===== src/rtl/motor_cmd_spi_rx_if.sv =====
// SPI pin bundle between the host MCU (master) and the motor command receiver (slave).
interface motor_cmd_spi_rx_if;
  logic sck;
  logic cs_n;
  logic mosi;

  modport master (output sck, output cs_n, output mosi);
  modport slave  (input sck, input cs_n, input mosi);
endinterface


===== src/rtl/motor_cmd_spi_rx.sv =====
// SPI slave receiving 3-byte motor command frames; drives sign/duty registers with a load strobe.
// Optional watchdog enabled by defining MOTOR_CMD_WDT_EN.
module motor_cmd_spi_rx #(
  parameter logic [6:0]  DUTY_MAX   = 7'd100,
  parameter logic [7:0]  CSUM_KEY   = 8'hA5,
  parameter logic [31:0] WDT_CYCLES = 32'd12_000_000
) (
  input  logic                     clk,
  input  logic                     reset,
  motor_cmd_spi_rx_if.slave        spi,
  output logic                     motor1_sign,
  output logic [6:0]               motor1_upperlimit,
  output logic                     motor2_sign,
  output logic [6:0]               motor2_upperlimit,
  output logic                     load,
  output logic                     cmd_valid,
  output logic                     frame_err,
  output logic [7:0]               err_count,
  output logic                     wdt_trip,
  output logic [2:0]               dbg_state
);

  typedef enum logic [2:0] {
    IDLE   = 3'd0,
    SHIFT  = 3'd1,
    CHECK  = 3'd2,
    COMMIT = 3'd3,
    HOLD   = 3'd4
  } state_t;

  state_t      state;
  logic [2:0]  sck_sr, cs_sr, mosi_sr;
  logic        sck_rise_q, cs_rise_q, cs_fall_q, mosi_q;
  logic [23:0] shreg;
  logic [4:0]  bit_cnt;
  logic        frame_ok;
  logic        csum_ok;

  assign dbg_state = state;
  assign csum_ok   = (shreg[7:0] == (shreg[23:16] ^ shreg[15:8] ^ CSUM_KEY));

  function automatic logic [6:0] clamp(input logic [6:0] d);
    return (d > DUTY_MAX) ? DUTY_MAX : d;
  endfunction

  // cs_n synchronizer resets low so a chip select already low at reset release
  // needs a fresh high-then-low transition before a frame starts.
  always_ff @(posedge clk) begin
    if (reset) begin
      sck_sr     <= 3'b000;
      cs_sr      <= 3'b000;
      mosi_sr    <= 3'b000;
      sck_rise_q <= 1'b0;
      cs_rise_q  <= 1'b0;
      cs_fall_q  <= 1'b0;
      mosi_q     <= 1'b0;
    end else begin
      sck_sr     <= {sck_sr[1:0], spi.sck};
      cs_sr      <= {cs_sr[1:0], spi.cs_n};
      mosi_sr    <= {mosi_sr[1:0], spi.mosi};
      sck_rise_q <= sck_sr[1] & ~sck_sr[2];
      cs_rise_q  <= cs_sr[1] & ~cs_sr[2];
      cs_fall_q  <= ~cs_sr[1] & cs_sr[2];
      mosi_q     <= mosi_sr[2];
    end
  end

`ifdef MOTOR_CMD_WDT_EN
  logic [31:0] wdt_cnt;
  logic        wdt_pend;
  logic        wdt_commit;

  assign wdt_pend = (wdt_cnt == WDT_CYCLES);

  // Saturates so a timeout deferred by a long frame is not lost to wraparound.
  always_ff @(posedge clk) begin
    if (reset || state == COMMIT) wdt_cnt <= 32'd0;
    else if (!wdt_pend)           wdt_cnt <= wdt_cnt + 32'd1;
  end
`else
  logic unused_wdt;
  assign unused_wdt = ^WDT_CYCLES;
  assign wdt_trip   = 1'b0;
`endif

  // load is high through COMMIT and HOLD; outputs only change on the edge ending COMMIT,
  // so the PWM stage sees stable values whenever load is low.
  always_ff @(posedge clk) begin
    if (reset) begin
      state             <= IDLE;
      shreg             <= 24'd0;
      bit_cnt           <= 5'd0;
      frame_ok          <= 1'b0;
      motor1_sign       <= 1'b0;
      motor1_upperlimit <= 7'd0;
      motor2_sign       <= 1'b0;
      motor2_upperlimit <= 7'd0;
      load              <= 1'b0;
      cmd_valid         <= 1'b0;
      frame_err         <= 1'b0;
      err_count         <= 8'd0;
`ifdef MOTOR_CMD_WDT_EN
      wdt_commit        <= 1'b0;
      wdt_trip          <= 1'b0;
`endif
    end else begin
      frame_err <= 1'b0;
      case (state)
        IDLE: begin
`ifdef MOTOR_CMD_WDT_EN
          if (wdt_pend) begin
            state      <= COMMIT;
            load       <= 1'b1;
            wdt_commit <= 1'b1;
          end else
`endif
          if (cs_fall_q) begin
            shreg   <= 24'd0;
            bit_cnt <= 5'd0;
            state   <= SHIFT;
          end
        end
        SHIFT: begin
          if (cs_rise_q) begin
            // Verdict is registered on entry so frame_err is high during CHECK.
            frame_ok <= (bit_cnt == 5'd24) && csum_ok;
            if (!((bit_cnt == 5'd24) && csum_ok)) begin
              frame_err <= 1'b1;
              if (err_count != 8'hFF) err_count <= err_count + 8'd1;
            end
            state <= CHECK;
          end else if (sck_rise_q) begin
            shreg <= {shreg[22:0], mosi_q};
            if (bit_cnt != 5'd25) bit_cnt <= bit_cnt + 5'd1;
          end
        end
        CHECK: begin
          if (frame_ok) begin
            state <= COMMIT;
            load  <= 1'b1;
`ifdef MOTOR_CMD_WDT_EN
            wdt_commit <= 1'b0;
`endif
          end else begin
            state <= IDLE;
          end
        end
        COMMIT: begin
          state <= HOLD;
`ifdef MOTOR_CMD_WDT_EN
          if (wdt_commit) begin
            motor1_upperlimit <= 7'd0;
            motor2_upperlimit <= 7'd0;
            wdt_trip          <= 1'b1;
            wdt_commit        <= 1'b0;
          end else begin
            motor1_sign       <= shreg[23];
            motor1_upperlimit <= clamp(shreg[22:16]);
            motor2_sign       <= shreg[15];
            motor2_upperlimit <= clamp(shreg[14:8]);
            cmd_valid         <= 1'b1;
            wdt_trip          <= 1'b0;
          end
`else
          motor1_sign       <= shreg[23];
          motor1_upperlimit <= clamp(shreg[22:16]);
          motor2_sign       <= shreg[15];
          motor2_upperlimit <= clamp(shreg[14:8]);
          cmd_valid         <= 1'b1;
`endif
        end
        HOLD: begin
          load  <= 1'b0;
          state <= IDLE;
        end
        default: state <= IDLE;
      endcase
    end
  end

endmodule


===== src/flat_wrapper.sv =====
// flat-port wrapper written by rule: the top's interface ports become plain ports
module motor_cmd_spi_rx_flat 
#(
  parameter logic [6:0]  DUTY_MAX   = 7'd100,
  parameter logic [7:0]  CSUM_KEY   = 8'hA5,
  parameter logic [31:0] WDT_CYCLES = 32'd12_000_000
)
  (clk, reset, motor1_sign, motor1_upperlimit, motor2_sign, motor2_upperlimit, load, cmd_valid, frame_err, err_count, wdt_trip, dbg_state, spi_sck, spi_cs_n, spi_mosi);
  motor_cmd_spi_rx_if spi_i ();
  input  logic clk;
  input  logic reset;
  output logic motor1_sign;
  output logic [6:0] motor1_upperlimit;
  output logic motor2_sign;
  output logic [6:0] motor2_upperlimit;
  output logic load;
  output logic cmd_valid;
  output logic frame_err;
  output logic [7:0] err_count;
  output logic wdt_trip;
  output logic [2:0] dbg_state;
  input wire logic [$bits(spi_i.sck)-1:0] spi_sck;
  input wire logic [$bits(spi_i.cs_n)-1:0] spi_cs_n;
  input wire logic [$bits(spi_i.mosi)-1:0] spi_mosi;
  assign spi_i.sck = spi_sck;
  assign spi_i.cs_n = spi_cs_n;
  assign spi_i.mosi = spi_mosi;
  motor_cmd_spi_rx #(.DUTY_MAX(DUTY_MAX), .CSUM_KEY(CSUM_KEY), .WDT_CYCLES(WDT_CYCLES)) u_core (.clk(clk), .reset(reset), .spi(spi_i), .motor1_sign(motor1_sign), .motor1_upperlimit(motor1_upperlimit), .motor2_sign(motor2_sign), .motor2_upperlimit(motor2_upperlimit), .load(load), .cmd_valid(cmd_valid), .frame_err(frame_err), .err_count(err_count), .wdt_trip(wdt_trip), .dbg_state(dbg_state));
endmodule

===== config.mk =====
export PLATFORM = sky130hd
export DESIGN_NAME = motor_cmd_spi_rx_flat
export DESIGN_NICKNAME = d
export VERILOG_FILES = /design/src/rtl/motor_cmd_spi_rx_if.sv /design/src/rtl/motor_cmd_spi_rx.sv /design/src/flat_wrapper.sv
export SDC_FILE = /design/constraint.sdc
export NUM_CORES = 1
export LEC_CHECK = 0
export CORE_MARGIN = 8
export CORE_UTILIZATION = 60
export CTS_BUF_LIST = sky130_fd_sc_hd__clkbuf_8
export DETAILED_ROUTE_END_ITERATION = 12
export GPL_ROUTABILITY_DRIVEN = 1
export PLACE_DENSITY = 0.81
export SYNTH_ARGS = -nofsm -noshare
export SYNTH_HDL_FRONTEND = slang
export SYNTH_SLANG_ARGS = --single-unit
export TNS_END_PERCENT = 20

===== constraint.sdc =====
create_clock -name clk -period 4.9 [get_ports clk]
set_input_delay 0.735 -clock clk [delete_from_list [all_inputs] [get_ports clk]]
set_output_delay 0.735 -clock clk [all_outputs]
set_load 0.1 [all_outputs]

Yosys cells after proc, flatten, opt, wreduce, memory -nomap -nowiden
Cells that the tools add are included.
- equality and inequality tests: 14
- mux-type cells: 18
- bitwise gates (word level): 11
- add/sub/neg operators: 2
- magnitude comparators: 2
- reduce and logical (&&, ||, !) cells: 11
- operators with widths (operator ; number):
    $mux 24 ; 3
    $pmux 24 s2 ; 1
    $mux 5 ; 4
    $gt 7x7->1 const B ; 2
    $mux 7 ; 2
    $pmux 3 s4 ; 1
    $ne 2x1->1 const B ; 5
    $pmux 5 s2 ; 1
    $add 8x1->8 const B ; 1
    $eq 8x8->1 ; 1
    $ne 8x8->1 const B ; 1
    $reduce_and 4->1 ; 2
    $xor 8x8->8 ; 1
    $eq 3x2->1 const B ; 2
    $mux 3 ; 2
    $not 1->1 ; 6
    $reduce_and 2->1 ; 3
    $add 5x1->5 const B ; 1
    $eq 5x5->1 const B ; 1
    $ne 5x5->1 const B ; 1
    $reduce_and 5->1 ; 1
    $not 4->4 ; 1
    $reduce_bool 2->1 ; 2
    $and 1x1->1 ; 3
    other kinds (9) ; 10
- input port bits: 5
- register bits: 73

Longest topological paths before layout
Gate-level depths: netlist of run 1.
- depth in word-level cells: 6
- gate-level depth with buffers: 7
- mapped depth without buffers: 6

Worst setup path after synthesis of run 1
Ideal clock, no wire load.
- path kind: flip-flop to flip-flop
- start: reg u_core.state[0] (netlist: u_core.dbg_state[0])
- end: reg u_core.bit_cnt[1]
- arrival: 2272 ps
- period minus slack after synthesis: 2343 ps
- stages on the path, launching flop included: 7
- setup slack: 2557 ps
- path buffers: 1
- data required time: 4830 ps
- path through: dfxtp_1 -> buf_2 -> nand3b_1 -> a21boi_1 -> a21oi_1 -> or3b_1 -> a21oi_1
- cells in the longest elaborated chain, start to end: 3
- elaborated cells between the ends (all ways): 9
- classes of those cells: 5 x eq/ne; 1 x mux; 3 x reduce/logical
- RTL lines (what ; line ; source):
    start: declaration ; motor_cmd_spi_rx.sv:31 ; state_t state;
    start signal: assignment ; motor_cmd_spi_rx.sv:90 ; state <= IDLE;
    start signal: assignment ; motor_cmd_spi_rx.sv:120 ; state <= SHIFT;
    start signal: assignment ; motor_cmd_spi_rx.sv:131 ; state <= CHECK;
    $eq 3x1->1 or $logic_not 3->1 (tied branches) ; motor_cmd_spi_rx.sv:108 ; case (state)
    $ne 2x1->1 (no line) (tied with other cells) ; n/a ;
    $reduce_and 5->1 (no line) ; n/a ;
    end signal: assignment ; motor_cmd_spi_rx.sv:134 ; if (bit_cnt != 5'd25) bit_cnt <= bit_cnt + 5'd1;
    end: declaration ; motor_cmd_spi_rx.sv:35 ; logic [4:0] bit_cnt;
Several ways; a longest one is shown, not always the timed one.
A chain may end at the register's enable or synchronous reset.

Worst setup path after layout of run 1
- start: reg u_core.state[0] (netlist: u_core.dbg_state[0])
- end: out dbg_state[0]
- RTL lines (what ; line ; source):
    end: declaration ; flat_wrapper.sv:21 ; output logic [2:0] dbg_state;
No word-level cell between the ends.

==> results.tsv, run 1 <==
stage	metric	value	unit
status	status	finished clean	
floorplanning	core	0.00501	sq mm
floorplanning	die_y	87.2	um
critical_path	crit_slowest_cell	clkdlybuf4s50_1	
timing	fin_tns_setup	0	ps
synth	yosys.area.top_type_share	48.1	%
synth	synth-seq-cells	73	
synth	syn_inst	321	
routing	vias	2335	
clocking	clk_pin_slew	70	ps
routing	ant_nets	0	
timing	fmax	354	MHz
cells_and_area	final_area	0.00361	sq mm
clocking	cts-root-buf	clkbuf_8	
timing	holdWs	388	ps
place	hpwl	3.87	mm
timing	fin_ws	2070	ps
critical_path	cp_max_fo	13	
cells_and_area	diodes	0	
power_and_ir_drop	ir_drop	227	uV
worst_hold_path	hp-class	reg2reg	
timing	finalSetupViolCount	0	
routing	viasPerCell	5.51	
synth	yosysWarnings	0	
cells_and_area	drive_gt1_share	9.60	%
clocking	htree_levels	3	
timing	relSlewSlack	33.2	%
timing	finalCritPeriodShare	57.7	%
synth	syn_area	0.00304	sq mm
synth	ys_seq_area_share	48.1	%
power_and_ir_drop	powerDensity	328	mW/mm^2
place	place_inst	408	
critical_path	arrival	2090	ps
critical_path	cp-end-kind	output pin	
timing	worstMarginPinSlew	999	ps
critical_path	cp_cell_sequence	clkdlybuf4s50_1	
clocking	clockBufferDepth	2	
critical_path	worstPathRequired	4160	ps
synth	synth_cell_types	50	
clocking	postCtsSetupBuffers	0	
synth	synth-main-ff-cell	dfxtp_1	
routing	drtIter0Drc	112	
timing	min_period	2830	ps
global_route	first_global_vias	2137	
synth	synth_nets	330	
global_route	grt_overflow_total	0	
critical_path	worstSetupPathType	reg2out	
timing	final-hold-violation-count	0	
floorplanning	initial_utilization	60.6	%
floorplanning	ios	36	
clocking	worstSkewPairLatency	330	ps
critical_path	start_kind	flop	
floorplanning	die_w	87.2	um
timing	grt_setup_unrepaired	false	
timing	clock_skew	6.95	ps
synth	synth_enable_flop_cells	0	
clocking	cts_hold_buf	0	
clocking	cts_resized	0	
floorplanning	num_rows	26	
power_and_ir_drop	p_leak	1.26	nW
global_route	grt_pass1_wl	9.89	mm
run	maxCapViolCount	0	
clocking	cts_inserted_buffers	9	
critical_path	cp_top_family	buffers and inverters	
global_route	grt_use_total	16.4	%
cells_and_area	final_common_cell	dfxtp_1	
routing	route.detailed.drc	0	
critical_path	r2r_slack	2830	ps
critical_path	cp_slowest_stage_delay	1210	ps
critical_path	critical_path_buf_inv_count	1	
power_and_ir_drop	totalPowerFinal	1.18	mW
place	port_buffers	34	
global_route	grt_antenna_before_repair	0	
clocking	cts_tree	done	
synth	async_reset_ff_share	0	%
cells_and_area	areaGrowthSynthToFinish	18.7	%
routing	wire_per_inst	13.9	um
synth	synthTopCellsByArea	dfxtp_1, a22oi_1, nor2_1	
synth	syn_avg_cell_area	9.46	sq um
routing	routed_wl	5.91	mm
place	gp_congestion	0.831	
place	pre_cts_ws	2440	ps
synth	synth_top_area_cell	dfxtp_1	
cells_and_area	fin_cells	424	
cells_and_area	fin_nets	358	
timing	drv_slew	0	
global_route	grt_start_max_net_pins	55	
place	post_dp_cell_area	0.00336	sq mm
routing	first_pass_iters	4	
floorplanning	die_area	0.00760	sq mm
clocking	cts_sinks	73	
cells_and_area	final_cell_mix	dfxtp_1, nor2_1, clkdlybuf4s50_1	
cells_and_area	utilization	72.0	%
## state kept, by name, summed over array words and instances (netlist names), 3 cells and up
name                      cells
u_core.bit_cnt                5
u_core.cs_sr                  3
u_core.dbg_state              3
u_core.err_count              8
u_core.mosi_sr                3
u_core.motor1_upperlimit      7
u_core.motor2_upperlimit      7
u_core.sck_sr                 3
u_core.shreg                 24
## synthesized netlist by cell type, types with 2 or more instances
cell type / number
a22oi_1: 28
xor2_1: 3
nor3_1: 5
nor2b_1: 15
xnor3_1: 3
clkbuf_1: 12
inv_1: 9
nand3_2: 2
o2111ai_1: 2
nand2b_1: 3
ha_1: 4
a21oi_1: 22
or4_1: 4
nor2_1: 48
buf_6: 5
nor4_1: 2
a211oi_1: 2
mux2i_1: 2
xor3_2: 3
nand3_1: 9
o21ai_0: 7
nand2_1: 27
dfxtp_1: 73
nor3b_1: 2
mux2_1: 2
or3_1: 3
## power by group
group	leakage, nW	internal (mW)	switching, mW
clock network	0.124	0.349	0.211
registers	0.590	0.597	0.00179
logic	0.551	0.00698	0.0175
## logic make-up after synthesis
family                     count (synthesis)  synth area share, %
and+or+nand+nor                          133                 22.7
xor gates and xnor gates                  11                 6.63
adders and majority gates                  4                 1.65
muxes                                      5                 1.89
AOI/OAI and AO/OA                         66                 14.0
DFF                                       73                 48.1
buffers and inverters                     28                 4.86
other                                      1                0.123
## metal layers
metal	up-vias	global-route usage (%)	part of all wire (%)
li1	1171	-	-
met1	1122	20.5	47
met2	38	26.6	49
met3	4	4.72	3.2
met4	0	4.84	0.49
met5	-	0	0
## cell type report
type | count | area (sq um)
Tap cell | 70 | 87.6
Inverter | 9 | 33.8
Clock inverter | 6 | 106
Clock buffer | 10 | 138
Sequential cell | 73 | 1460
Fill cell | 409 | 1400
Timing Repair Buffer | 36 | 350
Multi-Input combinational cell | 220 | 1430
## path summary, 6_finish.rpt
path | cells after the start | endpoint | startpoint
max reg2reg | 5 | u_core.err_count[4] | u_core.shreg[1]
min | 1 | u_core.sck_rise_q | u_core.sck_sr[2]
min reg2reg | 1 | u_core.sck_rise_q | u_core.sck_sr[2]
max | 1 | dbg_state[0] | u_core.dbg_state[0]
(Power assumes the default switching activity.)
==> run 2, diff against run 1 <==
--- a/config.mk
+++ b/config.mk
@@ -6,11 +6,11 @@
 export NUM_CORES = 1
 export LEC_CHECK = 0
 export CORE_MARGIN = 8
-export CORE_UTILIZATION = 60
+export CORE_UTILIZATION = 52
 export CTS_BUF_LIST = sky130_fd_sc_hd__clkbuf_8
 export DETAILED_ROUTE_END_ITERATION = 12
 export GPL_ROUTABILITY_DRIVEN = 1
-export PLACE_DENSITY = 0.81
+export PLACE_DENSITY = 0.74
 export SYNTH_ARGS = -nofsm -noshare
 export SYNTH_HDL_FRONTEND = slang
 export SYNTH_SLANG_ARGS = --single-unit
==> constraint.sdc (replaced) <==
create_clock -name clk -period 2.3 [get_ports clk]
set_input_delay 0.345 -clock clk [delete_from_list [all_inputs] [get_ports clk]]
set_output_delay 0.345 -clock clk [all_outputs]
set_load 0.1 [all_outputs]
==> results.tsv, run 2 (synthesized netlist as in run 1, its figures left out) <==
stage	metric	value	unit	change
status	status	finished clean		
cells_and_area	final_common_cell	dfxtp_1		
cells_and_area	top_register	u_core.shreg		
place	gp_congestion	0.786		-5.4%
floorplanning	initial_utilization	52.6	%	-8.1 points
timing	drv_slew	0		unchanged
critical_path	start_kind	flop		
critical_path	rr_startpoint	u_core.dbg_state[1]		
global_route	grt_antenna_before_repair	0		unchanged
critical_path	cp-endpoint	u_core.err_count[7]		
critical_path	cp_max_fo	11		-2
cells_and_area	diodes	0		unchanged
routing	routed_wl	6.06	mm	+2.6%
timing	final-hold-violation-count	0		unchanged
floorplanning	num_rows	28		+7.7%
clocking	htree_levels	3		unchanged
place	pre_cts_ws	423	ps	-2020 ps
timing	clock_skew	7.85	ps	+0.901 ps
cells_and_area	final_cell_mix	dfxtp_1, nor2_1, buf_4		
critical_path	r2r_slack	400	ps	-2430 ps
cells_and_area	fill_cells	527		+29%
critical_path	worstPathRequired	2570	ps	-1590 ps
place	post_dp_cell_area	0.00332	sq mm	-1.3%
worst_hold_path	hp-class	reg2reg		
timing	fin_tns_setup	0	ps	unchanged
timing	grt_setup_unrepaired	false		
routing	drtIter0Drc	105		-6.3%
cells_and_area	drive_gt1_share	18.1	%	+8.5 points
timing	fmax	526	MHz	
routing	viasPerCell	5.40		-2.0%
floorplanning	die_w	92.4	um	+6.1%
cells_and_area	top_regs	u_core.shreg: 24 flops, u_core.err_count: 8 flops		
critical_path	reg2reg_depth	5		unchanged
global_route	grt_start_max_net_pins	28		-49%
cells_and_area	fin_nets	361		+0.84%
critical_path	startpoint	u_core.dbg_state[1]		
floorplanning	die_y	92.4	um	+6.1%
routing	first_pass_iters	4		unchanged
floorplanning	ios	36		unchanged
power_and_ir_drop	ir_drop	446	uV	+97%
clocking	cts-root-buf	clkbuf_8		
clocking	cts_sinks	73		unchanged
cells_and_area	largest_reg_flops	24		unchanged
routing	wire_per_inst	14.1	um	+1.4%
clocking	worstSkewPairLatency	340	ps	about the same
place	port_buffers	34		unchanged
clocking	cts_resized	0		unchanged
power_and_ir_drop	powerDensity	619	mW/mm^2	+89%
timing	holdWs	392	ps	+3.67 ps
clocking	cts_tree	done		
floorplanning	core	0.00578	sq mm	+15%
cells_and_area	fin_cells	429		+1.2%
global_route	grt_overflow_total	0		unchanged
timing	min_period	1900	ps	
clocking	clk_pin_slew	70	ps	about the same
timing	finalSetupViolCount	0		unchanged
power_and_ir_drop	p_leak	1.30	nW	+3.1%
critical_path	arrival	2170	ps	+80 ps
run	maxCapViolCount	0		unchanged
timing	fin_ws	398	ps	-1680 ps
routing	route.detailed.drc	0		unchanged
critical_path	cp-end-kind	flop		
routing	ant_nets	0		unchanged
timing	worstMarginPinSlew	797	ps	-201 ps
place	place_inst	416		+2.0%
global_route	grt_use_total	14.7	%	-1.7 points
floorplanning	die_area	0.00854	sq mm	+12%
place	hpwl	4.17	mm	+7.6%
clocking	cts_hold_buf	0		unchanged
cells_and_area	utilization	60.0	%	-12 points
clocking	postCtsSetupBuffers	0		unchanged
routing	vias	2315		-0.86%
critical_path	worstSetupPathType	reg2reg		
clocking	cts_inserted_buffers	9		unchanged
cells_and_area	final_area	0.00347	sq mm	-3.9%
global_route	grt_pass1_wl	10.0	mm	+1.6%
power_and_ir_drop	totalPowerFinal	2.14	mW	+81%
global_route	first_global_vias	2167		+1.4%
timing	relSlewSlack	46.7	%	+14 points
critical_path	r2r_end	u_core.err_count[7]		
cells_and_area	areaGrowthSynthToFinish	14.1	%	
timing	finalCritPeriodShare	82.7	%	
clocking	clockBufferDepth	2		unchanged
## run 2: worst min-delay path by stage
stage | start | endpoint | slack [ps] | depth (start not counted)
3_3_place_gp | u_core.sck_sr[2] | u_core.sck_rise_q | 370 | 1
3_5_place_dp | u_core.sck_sr[2] | u_core.sck_rise_q | 390 | 1
6_report | u_core.sck_sr[2] | u_core.sck_rise_q | 390 | 1
2_1_floorplan | u_core.sck_sr[2] | u_core.sck_rise_q | 370 | 1
4_1_cts | reset | u_core.cs_sr[1] | 400 | 2
5_1_grt | reset | u_core.mosi_sr[1] | 420 | 2
## run 2: routing by layer
| metal | global-route usage (%) | routed length (um) | vias to the layer above |
|---|---|---|---|
| met1 | 16.7 | 2730 | 1091 |
| met2 | 23.2 | 3010 | 50 |
| met3 | 5.58 | 299 | 2 |
| met5 | 0 | 0 | - |
| met4 | 8.46 | 25 | 0 |
| li1 | - | - | 1172 |
## run 2: final cells by class
cell class	count	area (sq um)	share of cell area, %
Sequential cell	73	1460	42.2
Multi-Input combinational cell	220	1430	41.2
Timing Repair Buffer	39	298	8.59
Clock buffer	10	138	3.97
Tap cell	75	93.8	2.71
Inverter	9	33.8	0.974
Clock inverter	3	12.5	0.361
## run 2: worst max-delay path, cell delays in order (launching register included)
cell	delay [ps]
dfxtp_1	400
nor2_4	180
nand3_2	210
or4_1	590
or3_1	320
a21oi_1	130
## run 2: where the power goes
part / switching (mW) / leakage, nW / internal [mW] / total, mW
Clock: 0.422 / 0.0865 / 0.393 / 0.815
Sequential: 0.00379 / 0.590 / 1.27 / 1.28
Combinational: 0.0379 / 0.627 / 0.0158 / 0.0538
Total: 0.464 / 1.30 / 1.68 / 2.14
==> run 3, diff against run 2 <==
==> constraint.sdc (replaced) <==
create_clock -name clk -period 1.7 [get_ports clk]
set_input_delay 0.255 -clock clk [delete_from_list [all_inputs] [get_ports clk]]
set_output_delay 0.255 -clock clk [all_outputs]
set_load 0.1 [all_outputs]
==> results.tsv, run 3 (synthesized netlist as in run 1, its figures left out) <==
stage	metric	value	unit	change
clocking	postCtsSetupBuffers	0		unchanged
critical_path	reg2reg_depth	6		+1
floorplanning	ios	36		unchanged
floorplanning	initial_utilization	52.6	%	unchanged
routing	viasPerCell	5.39		about the same
floorplanning	die_y	92.4	um	unchanged
clocking	htree_levels	3		unchanged
clocking	cts_hold_buf	0		unchanged
cells_and_area	fill_cells	399		-24%
critical_path	rr_startpoint	u_core.shreg[16]		
cells_and_area	diodes	0		unchanged
global_route	grt_pass1_wl	11.5	mm	+15%
timing	clock_skew	8.82	ps	+0.968 ps
floorplanning	core	0.00578	sq mm	unchanged
power_and_ir_drop	ir_drop	652	uV	+46%
cells_and_area	drive_gt1_share	31.3	%	+13 points
critical_path	cp_slowest_stage_delay	510	ps	-80 ps
power_and_ir_drop	totalPowerFinal	3.40	mW	+59%
clocking	clockBufferDepth	2		unchanged
timing	worstMarginPinSlew	531	ps	-266 ps
cells_and_area	top_regs	u_core.shreg: 24 flops, u_core.err_count: 8 flops		
routing	wire_per_inst	14.4	um	+2.2%
power_and_ir_drop	p_leak	1.64	nW	+26%
run	maxCapViolCount	0		unchanged
global_route	first_global_vias	2505		+16%
place	port_buffers	34		unchanged
cells_and_area	areaGrowthSynthToFinish	41.6	%	
cells_and_area	fin_nets	400		+11%
worst_hold_path	hp-class	in2reg		
critical_path	worstSetupPathType	reg2reg		
global_route	grt_start_max_net_pins	31		+11%
status	status	complete, but fails checks		
clocking	cts_tree	done		
routing	first_pass_iters	4		unchanged
timing	grt_setup_unrepaired	true		
cells_and_area	final_common_cell	dfxtp_1		
timing	fin_ws	-154	ps	-553 ps
routing	drtIter0Drc	185		+76%
critical_path	r2r_end	u_core.err_count[6]		
place	place_inst	455		+9.4%
timing	finalCritPeriodShare	109	%	+26 points
critical_path	cp_top_family	simple AND/OR/NAND/NOR gates		
global_route	grt_antenna_before_repair	0		unchanged
timing	min_period	1850	ps	-47.3 ps
clocking	clk_pin_slew	80	ps	about the same
routing	routed_wl	6.80	mm	+12%
power_and_ir_drop	powerDensity	791	mW/mm^2	+28%
timing	relSlewSlack	64.6	%	+18 points
timing	finalSetupViolCount	7		+7
critical_path	crit_slowest_cell	or4_1		
timing	fmax	539	MHz	+2.5%
clocking	worstSkewPairLatency	340	ps	about the same
critical_path	crit_cells	6		+1
critical_path	arrival	2130	ps	-40 ps
cells_and_area	largest_reg_flops	24		unchanged
critical_path	startpoint	u_core.shreg[16]		
routing	route.detailed.drc	0		unchanged
critical_path	worstPathRequired	1970	ps	-600 ps
cells_and_area	fin_cells	471		+9.8%
clocking	cts_inserted_buffers	9		unchanged
clocking	cts-root-buf	clkbuf_8		
place	hpwl	4.75	mm	+14%
global_route	grt_use_total	16.6	%	+1.9 points
timing	drv_slew	0		unchanged
cells_and_area	utilization	74.4	%	+14 points
place	gp_congestion	0.782		-0.47%
floorplanning	die_area	0.00854	sq mm	unchanged
critical_path	cp-endpoint	u_core.err_count[6]		
routing	vias	2540		+9.7%
critical_path	cp_cell_sequence	xor3_2 -> nand4_2 -> nor4_4 -> buf_4 -> or4_1 -> a21oi_1		
cells_and_area	final_cell_mix	dfxtp_1, nor2_1, buf_4		
status	violations	negative setup slack		
critical_path	cp_max_fo	5		-6
global_route	grt_overflow_total	0		unchanged
clocking	cts_sinks	73		unchanged
floorplanning	num_rows	28		unchanged
critical_path	critical_path_buf_inv_count	1		+1
routing	ant_nets	0		unchanged
worst_hold_path	min_path_cells	2		+1
cells_and_area	top_register	u_core.shreg		
timing	final-hold-violation-count	0		unchanged
critical_path	start_kind	flop		
critical_path	cp-end-kind	flop		
critical_path	r2r_slack	-150	ps	-550 ps
floorplanning	die_w	92.4	um	unchanged
## run 3: how the worst min path moves through the flow
| stage | to | from |
|---|---|---|
| 2_1_floorplan | u_core.sck_rise_q | u_core.sck_sr[2] |
| 3_3_place_gp | u_core.sck_rise_q | u_core.sck_sr[2] |
| 3_5_place_dp | u_core.sck_rise_q | u_core.sck_sr[2] |
| 4_1_cts | u_core.frame_ok | reset |
| 5_1_grt | u_core.cs_sr[0] | reset |
| 6_report | u_core.frame_ok | reset |
## run 3: routing by layer
metal | wire, um | track usage, % | up-vias
met5 | 0 | 0 | -
met4 | 57 | 5.77 | 0
met3 | 365 | 5.34 | 7
met2 | 3580 | 29.4 | 60
met1 | 2800 | 18.3 | 1223
li1 | - | - | 1250
## run 3: stage by stage
stage / hold WS, ps / worst slack (ps) / cell area, sq um / setup TNS [ps]
2_1_floorplan: 367 / -188 / 3100 / -354
3_3_place_gp: 372 / -98.5 / 4050 / -401
3_5_place_dp: 381 / -153 / 4050 / -740
4_1_cts: 365 / -155 / 4300 / -762
5_1_grt: 392 / -216 / 4300 / -1250
6_report: 369 / -154 / 4300 / -687
## run 3: report_power, final
part | internal, mW | leakage [nW] | switching (mW) | total, mW
Sequential | 1.70 | 0.599 | 0.00556 | 1.71
Combinational | 0.0272 | 0.920 | 0.0525 | 0.0797
Clock | 0.975 | 0.120 | 0.639 | 1.61
## run 3: layout make-up
class | count | area, sq um | share of cell area, %
well taps | 75 | 93.8 | 2.18
clock buffers | 9 | 124 | 2.88
multi-input cells | 220 | 1450 | 33.8
inverters | 9 | 33.8 | 0.785
repair buffers | 78 | 978 | 22.7
flip-flops and latches | 73 | 1500 | 34.9
clock inverters | 7 | 118 | 2.73
## run 3: what timing repair did
item / CTS / global route
endpoints found under the setup margin: 7 / 9
resized for setup: 1 / 2
hold endpoints to repair: 0 / 0
pin swaps: 2 / 2
gates cloned: 0 / 0
